$ cat config.mk
export PLATFORM = sky130hd
export DESIGN_NAME = run_control_flat
export DESIGN_NICKNAME = d
export VERILOG_FILES = /design/src/rtl/run_control_if.sv /design/src/rtl/run_control.sv /design/src/flat_wrapper.sv
export SDC_FILE = /design/constraint.sdc
export NUM_CORES = 1
export LEC_CHECK = 0
export CORE_AREA = 5 5 78 66
export CTS_BUF_LIST = sky130_fd_sc_hd__clkbuf_16
export CTS_CLUSTER_DIAMETER = 80
export DETAILED_ROUTE_END_ITERATION = 8
export DIE_AREA = 0 0 83 71
export PLACE_DENSITY = 0.71
export SETUP_SLACK_MARGIN = 0.02
export SLEW_MARGIN = 20
export SYNTH_ARGS = -nofsm -noshare
export SYNTH_HDL_FRONTEND = slang
export SYNTH_SLANG_ARGS = --single-unit
$ cat constraint.sdc
create_clock -name input_CLK -period 2.35 [get_ports input_CLK]
set_input_delay 0.47 -clock input_CLK [delete_from_list [all_inputs] [get_ports input_CLK]]
set_output_delay 0.47 -clock input_CLK [all_outputs]
set_load 0.02 [all_outputs]
$ cat src/rtl/run_control_if.sv
// Button inputs and run/clear outputs shared between the run controller and its user.
interface run_control_if;
    logic       input_BTN_SS;
    logic       input_BTN_CLR;
    logic       output_ENA;
    logic       output_CLR;
    logic [1:0] output_STATE;

    modport master (
        output input_BTN_SS,
        output input_BTN_CLR,
        input  output_ENA,
        input  output_CLR,
        input  output_STATE
    );

    modport slave (
        input  input_BTN_SS,
        input  input_BTN_CLR,
        output output_ENA,
        output output_CLR,
        output output_STATE
    );
endinterface

$ cat src/rtl/run_control.sv
// Start/stop/clear run controller: synchronised, debounced push buttons driving a three-state FSM.
//   state    | meaning
//   ST_IDLE  | stopped and cleared; SS starts, CLR re-pulses clear
//   ST_RUN   | downstream counter enabled; SS pauses, CLR ignored
//   ST_PAUSE | stopped, count held; SS resumes, CLR returns to idle
module run_control #(
    parameter int DB_CYCLES = 1000000,
    parameter int CNT_W     = 20
) (
    input  logic         input_CLK,
    input  logic         input_RSTn,
    run_control_if.slave bus
);

    typedef enum logic [1:0] {
        ST_IDLE  = 2'b00,
        ST_RUN   = 2'b01,
        ST_PAUSE = 2'b10
    } state_t;

    localparam logic [CNT_W-1:0] CNT_TC = CNT_W'(DB_CYCLES - 1);

    logic [1:0] btn_raw;
    logic [1:0] press_ev;
    logic       ss_ev;
    logic       clr_ev;

    assign btn_raw = {bus.input_BTN_CLR, bus.input_BTN_SS};

    for (genvar i = 0; i < 2; i++) begin : g_db
        logic             sync_1;
        logic             sync_2;
        logic             stable;
        logic             stable_q;
        logic [CNT_W-1:0] cnt;

        always_ff @(posedge input_CLK) begin
            if (!input_RSTn) begin
                sync_1   <= 1'b0;
                sync_2   <= 1'b0;
                stable   <= 1'b0;
                stable_q <= 1'b0;
                cnt      <= '0;
            end else begin
                sync_1   <= btn_raw[i];
                sync_2   <= sync_1;
                stable_q <= stable;
                // Any return to the stable level discards the partial count.
                if (sync_2 == stable) begin
                    cnt <= '0;
                end else if (cnt == CNT_TC) begin
                    stable <= sync_2;
                    cnt    <= '0;
                end else begin
                    cnt <= cnt + 1'b1;
                end
            end
        end

        assign press_ev[i] = stable & ~stable_q;
    end

    assign ss_ev  = press_ev[0];
    assign clr_ev = press_ev[1];

    state_t state;
    logic   ena_r;
    logic   clr_r;

    always_ff @(posedge input_CLK) begin
        if (!input_RSTn) begin
            state <= ST_IDLE;
            ena_r <= 1'b0;
            clr_r <= 1'b0;
        end else begin
            clr_r <= 1'b0;
            case (state)
                ST_IDLE: begin
                    clr_r <= clr_ev;
                    if (ss_ev) begin
                        state <= ST_RUN;
                        ena_r <= 1'b1;
                    end
                end
                ST_RUN: begin
                    if (ss_ev) begin
                        state <= ST_PAUSE;
                        ena_r <= 1'b0;
                    end
                end
                ST_PAUSE: begin
                    // Clear takes priority over resume when both arrive together.
                    if (clr_ev) begin
                        state <= ST_IDLE;
                        clr_r <= 1'b1;
                    end else if (ss_ev) begin
                        state <= ST_RUN;
                        ena_r <= 1'b1;
                    end
                end
                default: begin
                    state <= ST_IDLE;
                    ena_r <= 1'b0;
                end
            endcase
        end
    end

    assign bus.output_ENA   = ena_r;
    assign bus.output_CLR   = clr_r;
    assign bus.output_STATE = state;

endmodule

$ cat src/flat_wrapper.sv
// flat-port wrapper written by rule: the top's interface ports become plain ports
module run_control_flat 
#(
    parameter int DB_CYCLES = 1000000,
    parameter int CNT_W     = 20
)
  (input_CLK, input_RSTn, bus_input_BTN_SS, bus_input_BTN_CLR, bus_output_ENA, bus_output_CLR, bus_output_STATE);
  run_control_if bus_i ();
  input  logic input_CLK;
  input  logic input_RSTn;
  input wire logic [$bits(bus_i.input_BTN_SS)-1:0] bus_input_BTN_SS;
  input wire logic [$bits(bus_i.input_BTN_CLR)-1:0] bus_input_BTN_CLR;
  output wire logic [$bits(bus_i.output_ENA)-1:0] bus_output_ENA;
  output wire logic [$bits(bus_i.output_CLR)-1:0] bus_output_CLR;
  output wire logic [$bits(bus_i.output_STATE)-1:0] bus_output_STATE;
  assign bus_i.input_BTN_SS = bus_input_BTN_SS;
  assign bus_i.input_BTN_CLR = bus_input_BTN_CLR;
  assign bus_output_ENA = bus_i.output_ENA;
  assign bus_output_CLR = bus_i.output_CLR;
  assign bus_output_STATE = bus_i.output_STATE;
  run_control #(.DB_CYCLES(DB_CYCLES), .CNT_W(CNT_W)) u_core (.input_CLK(input_CLK), .input_RSTn(input_RSTn), .bus(bus_i));
endmodule
==> metrics.txt, run 1 <==
Adder-Cell Fraction of Synth Area=0.0111; Via density=5.41; Reg area=1040 um2; Final WS setup=approximately 310 ps; Synth Register Bits=52; antenna fix cells=0; Core Box Area=4350 um2; vias in the first global route=1,563; clock sink count=52; Hold-fix buffers, CTS=0; slew margin rel.=0.652; DR iter-0 viols=between 50 and 60; main combinational cell family by area after synthesis=simple AND/OR/NAND/NOR gates; critical path launch point type=flip-flop; CTS resizes=0; Critical Path AT=2270 ps; Fmax=about 490 MHz; Post-Syn Area=2250 um2; Syn Area/Cell=approximately 8.9 um2; max-slew violation count=0; routed via count=1,737; critical path class=flip-flop to flip-flop; RSZ-0062 raised after global routing=no; Hold Path Class=flip-flop to flip-flop; layout cells sized above 1=0.0728; post-synthesis cell type count=38; DR DRC count=0; routed length per instance=around 12 um; Chip Width=83 um; Max Used Layer=met4; final hold vios=0; Final Wtd Congestion=0.805; wire length on met3=122 um; # fillers=roughly 420; post-synthesis sequential area ratio=0.463; Multi-input gate area=1110 um2; CTS tree=yes; met2 WL post-DR=around 1.7 mm; Data required, critical path=approximately 2600 ps; Overflow after GRT=0; max-cap violations=0; detailed placer's ending HPWL=2.76 mm; clk_skew=9.46 ps; Post-Route WL=3.96 mm; final setup fails=0; gr usage total=0.143; Synthesis Warnings=0; clock root buffer=clkbuf_16; clk buf depth=2; Critical Path Sink Type=flip-flop; Slew @ Worst Pin=517 ps; outcome=finished, final reports clean; peak supply drop=0.329 mV; post-CTS setup buffers=0; Rows=22; Power per Cell Area=628 nW/um2; Post-Synth XOR/XNOR Area=0.105; Detailed Routing Iterations Pass 1=4; Port Buffers=7; Post-Syn Instances=253; Final Cycle Share=0.869; Starting Density=0.517; Die Area=5890 um2; Final min period=2040 ps; setup TNS=0 ps; DIE HEIGHT=71 um; first-pass GRT wire length=6.87 mm; Synth Area in Compound Gates=0.0907; Ports=8; DP Worst Slack=301 ps; simple-gate share of the synthesized area=0.288; latest clock arrival within the worst-skew pair=290 ps; number of routed nets with antenna violations=0; H-tree lvl count=2; multiplexer share of the synthesized area=0; pin count of the biggest net entering global routing=21; P_leak=0.820 nW; met1 wire length=2.04 mm; CTS buffer count=5; syn_nets=259; initial antenna violation count=0; Layout Nets=267; Synth-to-Final Area Change=11.9%; CP Max Fanout=8; Worst-path clk slew=70 ps
==> routing by layer <==
metal / vias up / global-route usage
met2: 16 / 0.217
met4: 0 / 0.0744
met3: 8 / 0.0396
met1: 803 / 0.187
li1: 910 / -
met5: - / 0
==> logic make-up (layout without fill, tap and decap cells) <==
family	Yosys count	after routing
AND/OR/NAND/NOR	115	115
flip-flops	52	52
AO/OA/AOI/OAI	33	33
XOR/XNOR	27	27
buffers and inverters	24	32
adder cells (fa/ha/maj)	2	2
==> path summary, 6_finish.rpt <==
path	end	startpoint	cells past startpoint	slack [ps]
setup / recovery	u_core.g_db[1].cnt[18]	u_core.g_db[1].cnt[0]	5	310
setup reg to reg	u_core.g_db[1].cnt[18]	u_core.g_db[1].cnt[0]	5	310
hold reg to reg	u_core.g_db[0].sync_2	u_core.g_db[0].sync_1	1	440
hold / removal	u_core.g_db[0].sync_2	u_core.g_db[0].sync_1	1	440
==> area by class of cell <==
cell class / instances / share of cell area
Sequential cell: 52 / 0.414
Multi-Input combinational cell: 177 / 0.442
Timing Repair Buffer: 11 / 0.0398
Clock inverter: 2 / 0.00348
Inverter: 14 / 0.0209
Tap cell: 60 / 0.0299
Clock buffer: 5 / 0.0498
==> power breakdown <==
part	switching, mW	internal [mW]
Clock	0.287	0.382
Sequential	0.00233	0.886
Combinational	0.0122	0.00996
Total	0.301	1.28
==> cell usage after synthesis <==
| cell type | n | area (um2) |
|---|---|---|
| nor4b_1 | 1 | 8.76 |
| nand4b_1 | 1 | 8.76 |
| xnor2_1 | 9 | 78.8 |
| buf_2 | 4 | 20.0 |
| nor2b_1 | 3 | 18.8 |
| or4b_2 | 2 | 20.0 |
| ha_1 | 2 | 25.0 |
| nor2_1 | 31 | 116 |
| or4bb_1 | 1 | 11.3 |
| and2_0 | 1 | 6.26 |
| inv_1 | 14 | 52.6 |
| a21oi_1 | 15 | 75.1 |
| o211ai_1 | 1 | 7.51 |
| and4_1 | 3 | 26.3 |
| nand3b_1 | 1 | 7.51 |
| o211a_1 | 1 | 10.0 |
| nand4_1 | 13 | 81.3 |
| and2_1 | 7 | 43.8 |
| or4b_1 | 1 | 10.0 |
| buf_1 | 1 | 3.75 |
| o211ai_2 | 1 | 12.5 |
| or4_4 | 1 | 11.3 |
| and3_2 | 1 | 7.51 |
| nor3_1 | 4 | 20.0 |
| clkbuf_1 | 5 | 18.8 |
| o31ai_1 | 4 | 30.0 |
| nand3_1 | 12 | 60.1 |
| a31o_2 | 3 | 26.3 |
| nor4_1 | 4 | 25.0 |
| nand2_1 | 9 | 33.8 |
| xor2_1 | 18 | 158 |
| a21boi_0 | 1 | 7.51 |
| nand3_2 | 1 | 10.0 |
| or4_1 | 6 | 45.0 |
| dfxtp_1 | 52 | 1040 |
| o21ai_0 | 7 | 35.0 |
| and3_1 | 5 | 31.3 |
| or3_1 | 7 | 43.8 |
==> cell usage in the layout, fill, tap and decap left out, types with 4 or more instances in the layout <==
cell type        instances
a21oi_1                 15
and2_1                   7
and3_1                   5
buf_4                    4
clkbuf_16                5
clkdlybuf4s50_1          7
dfxtp_1                 52
inv_1                   15
nand2_1                  9
nand3_1                 12
nand4_1                 13
nor2_1                  31
nor3_1                   4
nor4_1                   4
o21ai_0                  7
o31ai_1                  4
or3_1                    7
or4_1                    6
xnor2_1                  9
xor2_1                  18
==> registers in the layout (all words and copies together), names as in the netlist <==
name and flops:
u_core.g_db.sync_1 2, u_core.g_db.stable_q 2, u_core.bus.output_STATE 2, u_core.g_db.cnt 40, u_core.g_db.stable 2, u_core.bus.output_ENA 1
u_core.bus.output_CLR 1, u_core.g_db.sync_2 2
==> critical path: stages, from the launching register on <==
cell     delay (ps)
dfxtp_1         380
ha_1            230
nand2_1         130
or4_1           590
or4_1           500
a21oi_1         150
==> per-stage QoR <==
step / total power, mW / instance area [um2] / utilization / hold slack, ps / instances
3_5_place_dp: 0.930 / 2380 / 0.547 / 418 / 314
6_report: 1.58 / 2510 / 0.578 / 439 / 321
2_1_floorplan: 0.919 / 2250 / - / 412 / 253
3_3_place_gp: 0.929 / 2380 / 0.547 / 416 / 314
4_1_cts: 1.60 / 2510 / 0.578 / 439 / 321
5_1_grt: 1.64 / 2510 / 0.578 / 456 / 321
No activity file was read; power rests on OpenSTA's default activity.
==> run 2: changes to the inputs <==
--- a/config.mk
+++ b/config.mk
@@ -10,6 +10,7 @@
 export CTS_CLUSTER_DIAMETER = 80
 export DETAILED_ROUTE_END_ITERATION = 8
 export DIE_AREA = 0 0 83 71
+export GPL_TIMING_DRIVEN = 0
 export PLACE_DENSITY = 0.71
 export SETUP_SLACK_MARGIN = 0.02
 export SLEW_MARGIN = 20
==> constraint.sdc (replaced) <==
create_clock -name input_CLK -period 2.35 [get_ports input_CLK]
set_input_delay 0.3525 -clock input_CLK [delete_from_list [all_inputs] [get_ports input_CLK]]
set_output_delay 0.3525 -clock input_CLK [all_outputs]
set_load 0.02 [all_outputs]
==> run 2 against run 1 <==
  * Maximum frequency decreased by 0.89%
  * Total power increased by 0.53%
  * Register-to-register slack got worse by 20 ps
  * Final cell count increased by 2.2%
  * Sequential cell count unchanged
  * Largest cell class unchanged
  * Clock skew decreased by 6.9 ps
==> metrics.txt, run 2 (synthesis gave the netlist of run 1 again) <==
outcome=finished, final reports clean (unchanged); Sequential Power Share=0.559 (was 0.562); Sw Share=0.193 (was 0.191); R2R Setup Slk=290 ps (was 310 ps); Synth-to-Final Area Change=12.6% (was 11.9%); max-slew violation count=0 (unchanged); Power per Cell Area=627 nW/um2 (was 628 nW/um2); CTS resizes=0 (unchanged); Data required, critical path=2570 ps (was 2580 ps); CTS buffer count=5 (unchanged); Worst-path clk slew=60 ps (was 70 ps); Logic pwr share=0.013 (was 0.014); CTS tree=yes (unchanged); Core Box Area=4350 um2 (unchanged); Hold Path Class=flip-flop to flip-flop (unchanged); CP Max Fanout=8 (unchanged); clk_skew=2.59 ps (was 9.46 ps); Hold WS=437 ps (was 439 ps); final hold vios=0 (unchanged); latest clock arrival within the worst-skew pair=280 ps (was 290 ps); clk buf depth=2 (unchanged); most frequent cells in the layout=52 x dfxtp_1, 31 x nor2_1, 18 x xor2_1 (unchanged); Layout Nets=273 (was 267); Fmax=485 MHz (was 489 MHz); Post-Route WL=3.87 mm (was 3.96 mm); max reg flops=40 (unchanged); peak supply drop=0.360 mV (was 0.329 mV); Chip Width=83 um (unchanged); Clk pwr share=0.428 (was 0.424); RSZ-0062 raised after global routing=no (unchanged); Ports=8 (unchanged); critical path class=flip-flop to flip-flop (unchanged); detailed placer's ending HPWL=2.76 mm (about the same); Hold-fix buffers, CTS=0 (unchanged); most common cell after layout, fill and taps aside=dfxtp_1 (unchanged); Via density=5.34 (was 5.41); clock sink count=52 (unchanged); Internal Power=1.28 mW (about the same); Final Cycle Share=0.877 (was 0.869); number of routed nets with antenna violations=0 (unchanged); layout cells sized above 1=0.0746 (was 0.0728); clock root buffer=clkbuf_16 (unchanged); critical path launch point type=flip-flop (unchanged); max-cap violations=0 (unchanged); Slew @ Worst Pin=556 ps (was 517 ps); PnR Total Power=1.59 mW (was 1.58 mW); Critical Path Sink Type=flip-flop (unchanged); initial antenna violation count=0 (unchanged); post-CTS setup buffers=0 (unchanged); P_sw=306 uW (was 301 uW); final setup fails=0 (unchanged); Final Wtd Congestion=0.777 (was 0.805); DIE HEIGHT=71 um (unchanged); Rows=22 (unchanged); P_leak=0.818 nW (was 0.820 nW); DR DRC count=0 (unchanged); Die Area=5890 um2 (unchanged); routed via count=1,752 (was 1,737); Largest Register=u_core.g_db.cnt (unchanged); DR iter-0 viols=102 (was 52); routed length per instance=11.8 um (was 12.3 um); first-pass GRT wire length=7.05 mm (was 6.87 mm); H-tree lvl count=2 (unchanged); Final min period=2060 ps (was 2040 ps); Overflow after GRT=0 (unchanged); Starting Density=0.517 (unchanged); Detailed Routing Iterations Pass 1=4 (unchanged); vias in the first global route=1,559 (was 1,563); antenna fix cells=0 (unchanged); pin count of the biggest net entering global routing=16 (was 21); Critical Path AT=2280 ps (was 2270 ps); slew margin rel.=0.626 (was 0.652); gr usage total=0.142 (was 0.143); Port Buffers=7 (unchanged); setup TNS=0 ps (unchanged)
==> run 2: power by group through the flow <==
stage | Sequential (mW) | Clock [mW] | Combinational [mW]
final | 0.888 | 0.679 | 0.0210
after global routing | 0.887 | 0.738 | 0.0241
after CTS | 0.887 | 0.699 | 0.0213
after detailed placement | 0.908 | 0 | 0.0210
after global placement | 0.907 | 0 | 0.0212
after floorplan | 0.907 | 0 | 0.0120
==> run 2: cell type report <==
cell class                      count  area, um2
Sequential cell                    52       1040
Inverter                           14       52.6
Timing Repair Buffer                7       70.1
Tap cell                           60       75.1
Buffer                             10       42.5
Clock inverter                      3       13.8
Fill cell                         404       1820
Multi-Input combinational cell    177       1110
Clock buffer                        5        125
==> run 2: final timing paths <==
| kind | from | end | depth (start not counted) |
|---|---|---|---|
| min reg2reg | u_core.g_db[1].sync_1 | u_core.g_db[1].sync_2 | 1 |
| max | u_core.g_db[1].cnt[0] | u_core.g_db[1].cnt[18] | 6 |
| min | u_core.g_db[1].sync_1 | u_core.g_db[1].sync_2 | 1 |
| max reg2reg | u_core.g_db[1].cnt[0] | u_core.g_db[1].cnt[18] | 6 |
==> run 2: worst max-delay path, stage by stage (launching register included) <==
cell and delay [ps]:
dfxtp_1 390, ha_1 220, nand2_1 130, or4_1 480
buf_2 170, or4_1 460, a21oi_1 140
==> run 2: through the flow <==
step	setup slack [ps]	cell area (um2)	std cells	utilization
final	289	2530	328	0.582
after global routing	120	2530	328	0.582
after CTS	285	2530	328	0.582
after detailed placement	299	2390	320	0.550
after global placement	300	2390	320	0.550
after floorplan	430	2250	253	-
==> run 2: per-layer routing <==
layer / track usage / routed length, um / vias up
li1: - / - / 918
met2: 0.218 / 1610 / 20
met1: 0.199 / 2130 / 810
met3: 0.0338 / 103 / 4
met4: 0.0381 / 27 / 0
met5: 0 / 0 / -
==> edit 1: new RTL, settings of run 1 <==
`CNT_W` is set to 20 in 2 places; all go to 18.
--- a/src/rtl/run_control.sv
+++ b/src/rtl/run_control.sv
@@ -6,5 +6,5 @@
 module run_control #(
     parameter int DB_CYCLES = 1000000,
-    parameter int CNT_W     = 20
+    parameter int CNT_W     = 18
 ) (
     input  logic         input_CLK,
--- a/src/flat_wrapper.sv
+++ b/src/flat_wrapper.sv
@@ -3,5 +3,5 @@
 #(
     parameter int DB_CYCLES = 1000000,
-    parameter int CNT_W     = 20
+    parameter int CNT_W     = 18
 )
   (input_CLK, input_RSTn, bus_input_BTN_SS, bus_input_BTN_CLR, bus_output_ENA, bus_output_CLR, bus_output_STATE);
Check against the original RTL: no difference found for any inputs over 10 cycles, from zero or initial values and one cycle with input_RSTn low; that may be too few to reach the edited logic, so the function may still have changed.
==> edit 1 against run 1 <==
  * Worst hold slack better by 0.0029 ns
  * Non-clock buffer count increased by 3
  * Count of clock-buffer cells in the layout stayed put
  * Synthesized cell count shrank 11%
  * Core utilization decreased by 3.4 points
  * Cell area is 5.9% lower
  * Fmax up 2.8%
  * Sequential cell count decreased by 4
  * Power shrank 4.7%
  * Area after synthesis down 9.3%
  * Routed wire length is 6.6% lower
  * Setup slack improved by 0.055 ns
  * Largest cell class unchanged
==> edit 1: results (changes against run 1) <==
[global_route]
grt_use_total = 0.133  ; was 0.143
grt_pass1_wl_um = 6490  ; was 6870 µm
antenna_found_initial = 0  ; unchanged
grt_max_degree = 19  ; was 21
first_global_vias = 1369  ; was 1563

[synth]
synth_xor_area_frac = 0.137  ; was 0.105
synthArstFlopShare = 0  ; unchanged
synthFlopType = dfxtp_1  ; unchanged
synth_warnings = 0  ; unchanged
synth.area.top_cells = dfxtp_1 (47%), xnor2_1 (10%), nor2_1 (7.5%)  ; was dfxtp_1 (46%), xor2_1 (7.0%), nor2_1 (5.2%)
synthMuxAreaShare = 0.00491  ; was 0
synthesis.nets = 230  ; was 259
synth-seq-area-share = 0.471  ; was 0.463
synth_common_cells = dfxtp_1 (48), nor2_1 (41), xnor2_1 (24)  ; was dfxtp_1 (52), nor2_1 (31), xor2_1 (18)
synth.distinct_cells = 37  ; was 38
synthAdderAreaFrac = 0.0123  ; was 0.0111
synth_compound_area_frac = 0.0558  ; was 0.0907

[setup_path]
critPathMaxFanout = 17  ; was 8
critPathTopFamily = simple AND/OR/NAND/NOR gates  ; unchanged
crit_path_max_incr_delay_ns = 0.47  ; was 0.59 ns
cp.arrival_ns = 2.16  ; was 2.27 ns
crit_slowest_cell = or3_4  ; was or4_1

[cells_and_area]
final_nets = 248  ; was 267
nFillCells = 408  ; was 415
largest_reg_flops = 36  ; was 40
regMostFlops = u_core.g_db.cnt  ; unchanged
drive_above_1_share = 0.0782  ; was 0.0728
diodes = 0  ; unchanged

[placed_design]
hpwl_um = 2590  ; was 2760 µm
port_buffers = 7  ; unchanged
pre_cts_ws_ns = 0.367  ; was 0.301 ns
routabilityCongestion = 0.776  ; was 0.805

[drt]
wl_per_cell_um = 12.2  ; was 12.3 µm
drtPass1Iterations = 4  ; unchanged
first_iter_violations = 89  ; was 52
vias = 1542  ; was 1737

[clock_tree]
post-cts-setup-buffers = 0  ; unchanged
cts_buffers = 5  ; unchanged
cts_resized = 0  ; unchanged
clkLatencyLatePin_ns = 0.28
root_buffer = clkbuf_16  ; unchanged
clk_path_buf_depth = 2  ; unchanged
path_clk_slew_ns = 0.06
htree_levels = 2  ; unchanged

[sta]
slew_headroom = 0.518  ; was 0.652
setup_viol = 0  ; unchanged
fin_skew_ns = 0.00687  ; was 0.00946 ns

[run_status]
status = finished clean  ; unchanged

[pwr]
p_leak_nw = 0.725  ; was 0.820 nW
irDropWorstVdd_mv = 0.354  ; was 0.329 mV

[worst_hold_path]
hp-class = reg2reg  ; unchanged

-- edit 1: power breakdown --
part	switching (W)	internal, W
registers	0.00000227	0.000818
logic	0.0000116	0.0000107
clock network	0.000277	0.000386
-- edit 1: stage by stage --
step | hold slack [ns] | cells | cell area [µm²]
floorplan | 0.412 | 224 | 2040
global placement | 0.435 | 295 | 2220
detailed placement | 0.423 | 295 | 2230
CTS | 0.447 | 303 | 2370
global route | 0.454 | 303 | 2370
finish | 0.442 | 303 | 2370
-- edit 1: cell families after synthesis --
logic type,Yosys count
and+or+nand+nor,116
DFF,48
xor gates and xnor gates,32
AOI/OAI and AO/OA,13
buffers and inverters,12
adders and majority gates,2
muxes,1
-- edit 1: per-layer routing --
metal | GRT usage | up-vias | wire [µm]
met4 | 0.0599 | 0 | 57
met5 | 0 | - | 0
met2 | 0.190 | 20 | 1560
met1 | 0.187 | 705 | 1960
li1 | - | 813 | -
met3 | 0.0349 | 4 | 120
-- edit 1: cell type report --
cell class | count | share of cell area
multi-input combinational | 164 | 0.437
sequential | 48 | 0.406
clock buffer | 5 | 0.0529
timing repair buffer | 14 | 0.0518
tap | 60 | 0.0317
inverter | 9 | 0.0143
clock inverter | 3 | 0.00635
-- edit 1: worst paths after layout --
kind / startpoint / endpoint / slack, ns / cells after the start
worst min-delay path: u_core.g_db[1].sync_1 / u_core.g_db[1].sync_2 / 0.44 / 1
worst min register to register: u_core.g_db[1].sync_1 / u_core.g_db[1].sync_2 / 0.44 / 1
worst max-delay path: u_core.g_db[1].cnt[0] / u_core.g_db[1].cnt[12] / 0.36 / 6
worst max register to register: u_core.g_db[1].cnt[0] / u_core.g_db[1].cnt[12] / 0.36 / 6
==> edit 2: new RTL, flow settings as in run 1 <==
Without the edit above. Reset style: asynchronous (`input_RSTn`), changed in 2 clocked blocks.
--- a/src/rtl/run_control.sv
+++ b/src/rtl/run_control.sv
@@ -35,5 +35,5 @@
         logic [CNT_W-1:0] cnt;
 
-        always_ff @(posedge input_CLK) begin
+        always_ff @(posedge input_CLK or negedge input_RSTn) begin
             if (!input_RSTn) begin
                 sync_1   <= 1'b0;
@@ -68,5 +68,5 @@
     logic   clr_r;
 
-    always_ff @(posedge input_CLK) begin
+    always_ff @(posedge input_CLK or negedge input_RSTn) begin
         if (!input_RSTn) begin
             state <= ST_IDLE;
Formal check against the unedited RTL: no difference found for any inputs over 10 cycles, from zero or initial values and one cycle with input_RSTn low; that may be too few to reach the edited logic, so the function may still have changed.
==> edit 2 against run 1 <==
  * Cell area rose by 8.4%
  * Sequential cell count did not move
  * Core utilization rose by 4.8 points
  * Via count rose by 0.75%
  * Setup slack improved by 0.042 ns
  * Routed wire length rose by 4.0%
  * Area after synthesis rose by 8.1%
  * Highest routed layer unchanged
Power is not compared: it rests on default switching activity, and its combinational part moved more than twofold at a synthesized area within 25%.
==> edit 2: results (changes against run 1) <==
[global_route]
grt_use_total = 0.159  ; was 0.143
grt_pass1_wl_um = 7600  ; was 6870 µm
grt_max_degree = 28  ; was 21
first_global_vias = 1661  ; was 1563

[clock_tree]
htree_levels = 2  ; unchanged
cts_resized = 0  ; unchanged

[synth]
synth.area.top_cells = dfrtp_1 (54%), xor2_1 (5.0%), nor2_1 (4.3%)  ; was dfxtp_1 (46%), xor2_1 (7.0%), nor2_1 (5.2%)
synthesis.nets = 247  ; was 259
synthFlopType = dfrtp_1  ; was dfxtp_1
synth.distinct_cells = 37  ; was 38
synth_common_cells = dfrtp_1 (52), nor2_1 (28), nand2_1 (16)  ; was dfxtp_1 (52), nor2_1 (31), xor2_1 (18)
synth_top_area_frac = 0.536  ; was 0.463
synthCells = 241  ; was 253
synth-seq-area-share = 0.536  ; was 0.463
synthArstFlopShare = 1.00  ; was 0

[pwr]
p_leak_nw = 1.11

[cells_and_area]
diodes = 0  ; unchanged
regMostFlops = u_core.g_db.cnt  ; unchanged
stdcell_count = 311  ; was 321
drive_above_1_share = 0.0956  ; was 0.0728

[placed_design]
routabilityCongestion = 0.826  ; was 0.805
placed_cells = 303  ; was 314
port_buffers = 7  ; unchanged
hpwl_um = 2890  ; was 2760 µm

[setup_path]
r2r-end = u_core.g_db[0].cnt[18]  ; was u_core.g_db[1].cnt[18]
cp.arrival_ns = 2.21  ; was 2.27 ns
crit_path_start = u_core.g_db[0].cnt[0]  ; was u_core.g_db[1].cnt[0]
r2r_slack_ns = 0.35  ; was 0.31 ns
critPathMaxFanout = 7  ; was 8

[drt]
wl_per_cell_um = 13.2  ; was 12.3 µm
first_iter_violations = 98  ; was 52
vias = 1750  ; was 1737

[worst_hold_path]
hp-class = in2async  ; was reg2reg

[run_status]
status = finished clean  ; unchanged

[sta]
fin_skew_ns = 0.00396  ; was 0.00946 ns
slew_headroom = 0.615  ; was 0.652
fin_hold_ws_ns = 0.176  ; was 0.439 ns

-- edit 2: changes by cell type after synthesis, moves of 4 or more --
cell and delta:
dfrtp_1 +52, dfxtp_1 -52, inv_1 -11, and2_1 -7, nand2_1 +7, xor2_1 -4
-- edit 2: area by class of cell --
type,instances,area (µm²)
Clock buffer,5,125
Clock inverter,3,13.8
Fill cell,382,1620
Inverter,3,11.3
Multi-Input combinational cell,177,1090
Sequential cell,52,1300
Tap cell,60,75.1
Timing Repair Buffer,11,108
-- edit 2: per-stage QoR --
stage / utilization / worst slack (ns) / cell area (µm²)
floorplan: - / 0.485 / 2430
global placement: 0.595 / 0.438 / 2590
detailed placement: 0.595 / 0.369 / 2590
CTS: 0.627 / 0.363 / 2730
global route: 0.627 / 0.227 / 2730
finish: 0.627 / 0.349 / 2730
-- edit 2: cells by family after synthesis --
group	Yosys count	synth area share
adder cells (fa/ha/maj)	2	0.0103
AND/OR/NAND/NOR	113	0.250
multiplexers	2	0.00927
flip-flops	52	0.536
XOR/XNOR	25	0.0901
AO/OA/AOI/OAI	35	0.0839
buffers and inverters	12	0.0206
-- edit 2: worst max-delay path, cell delays in order (launching register included) --
cell and delay [ns]:
dfrtp_1 0.39, ha_1 0.22, nand2_1 0.17, or3_1 0.50
or4_1 0.50, a21oi_1 0.15
-- edit 2: worst max path at each step --
| stage | endpoint | slack, ns | cells past startpoint |
|---|---|---|---|
| after floorplan | u_core.g_db[0].cnt[18] | 0.49 | 6 |
| after global placement | u_core.g_db[0].cnt[18] | 0.44 | 5 |
| after detailed placement | u_core.g_db[0].cnt[18] | 0.37 | 5 |
| after CTS | u_core.g_db[0].cnt[18] | 0.36 | 5 |
| after global routing | u_core.g_db[0].cnt[18] | 0.23 | 5 |
| final | u_core.g_db[0].cnt[18] | 0.35 | 5 |
-- edit 2: power groups by stage --
stage	clock network [W]	registers [W]	logic (W)
floorplan	0	0.000932	0.0000244
global placement	0	0.000934	0.0000591
detailed placement	0	0.000934	0.0000590
CTS	0.000708	0.000917	0.0000593
global route	0.000751	0.000919	0.0000681
finish	0.000685	0.000918	0.0000567
-- edit 2: per-layer routing --
metal,up-vias,wire length (µm),track usage
met1,833,2270,0.239
met5,-,0,0
met4,0,34,0.0653
met2,32,1660,0.218
met3,2,160,0.0419
li1,883,-,-
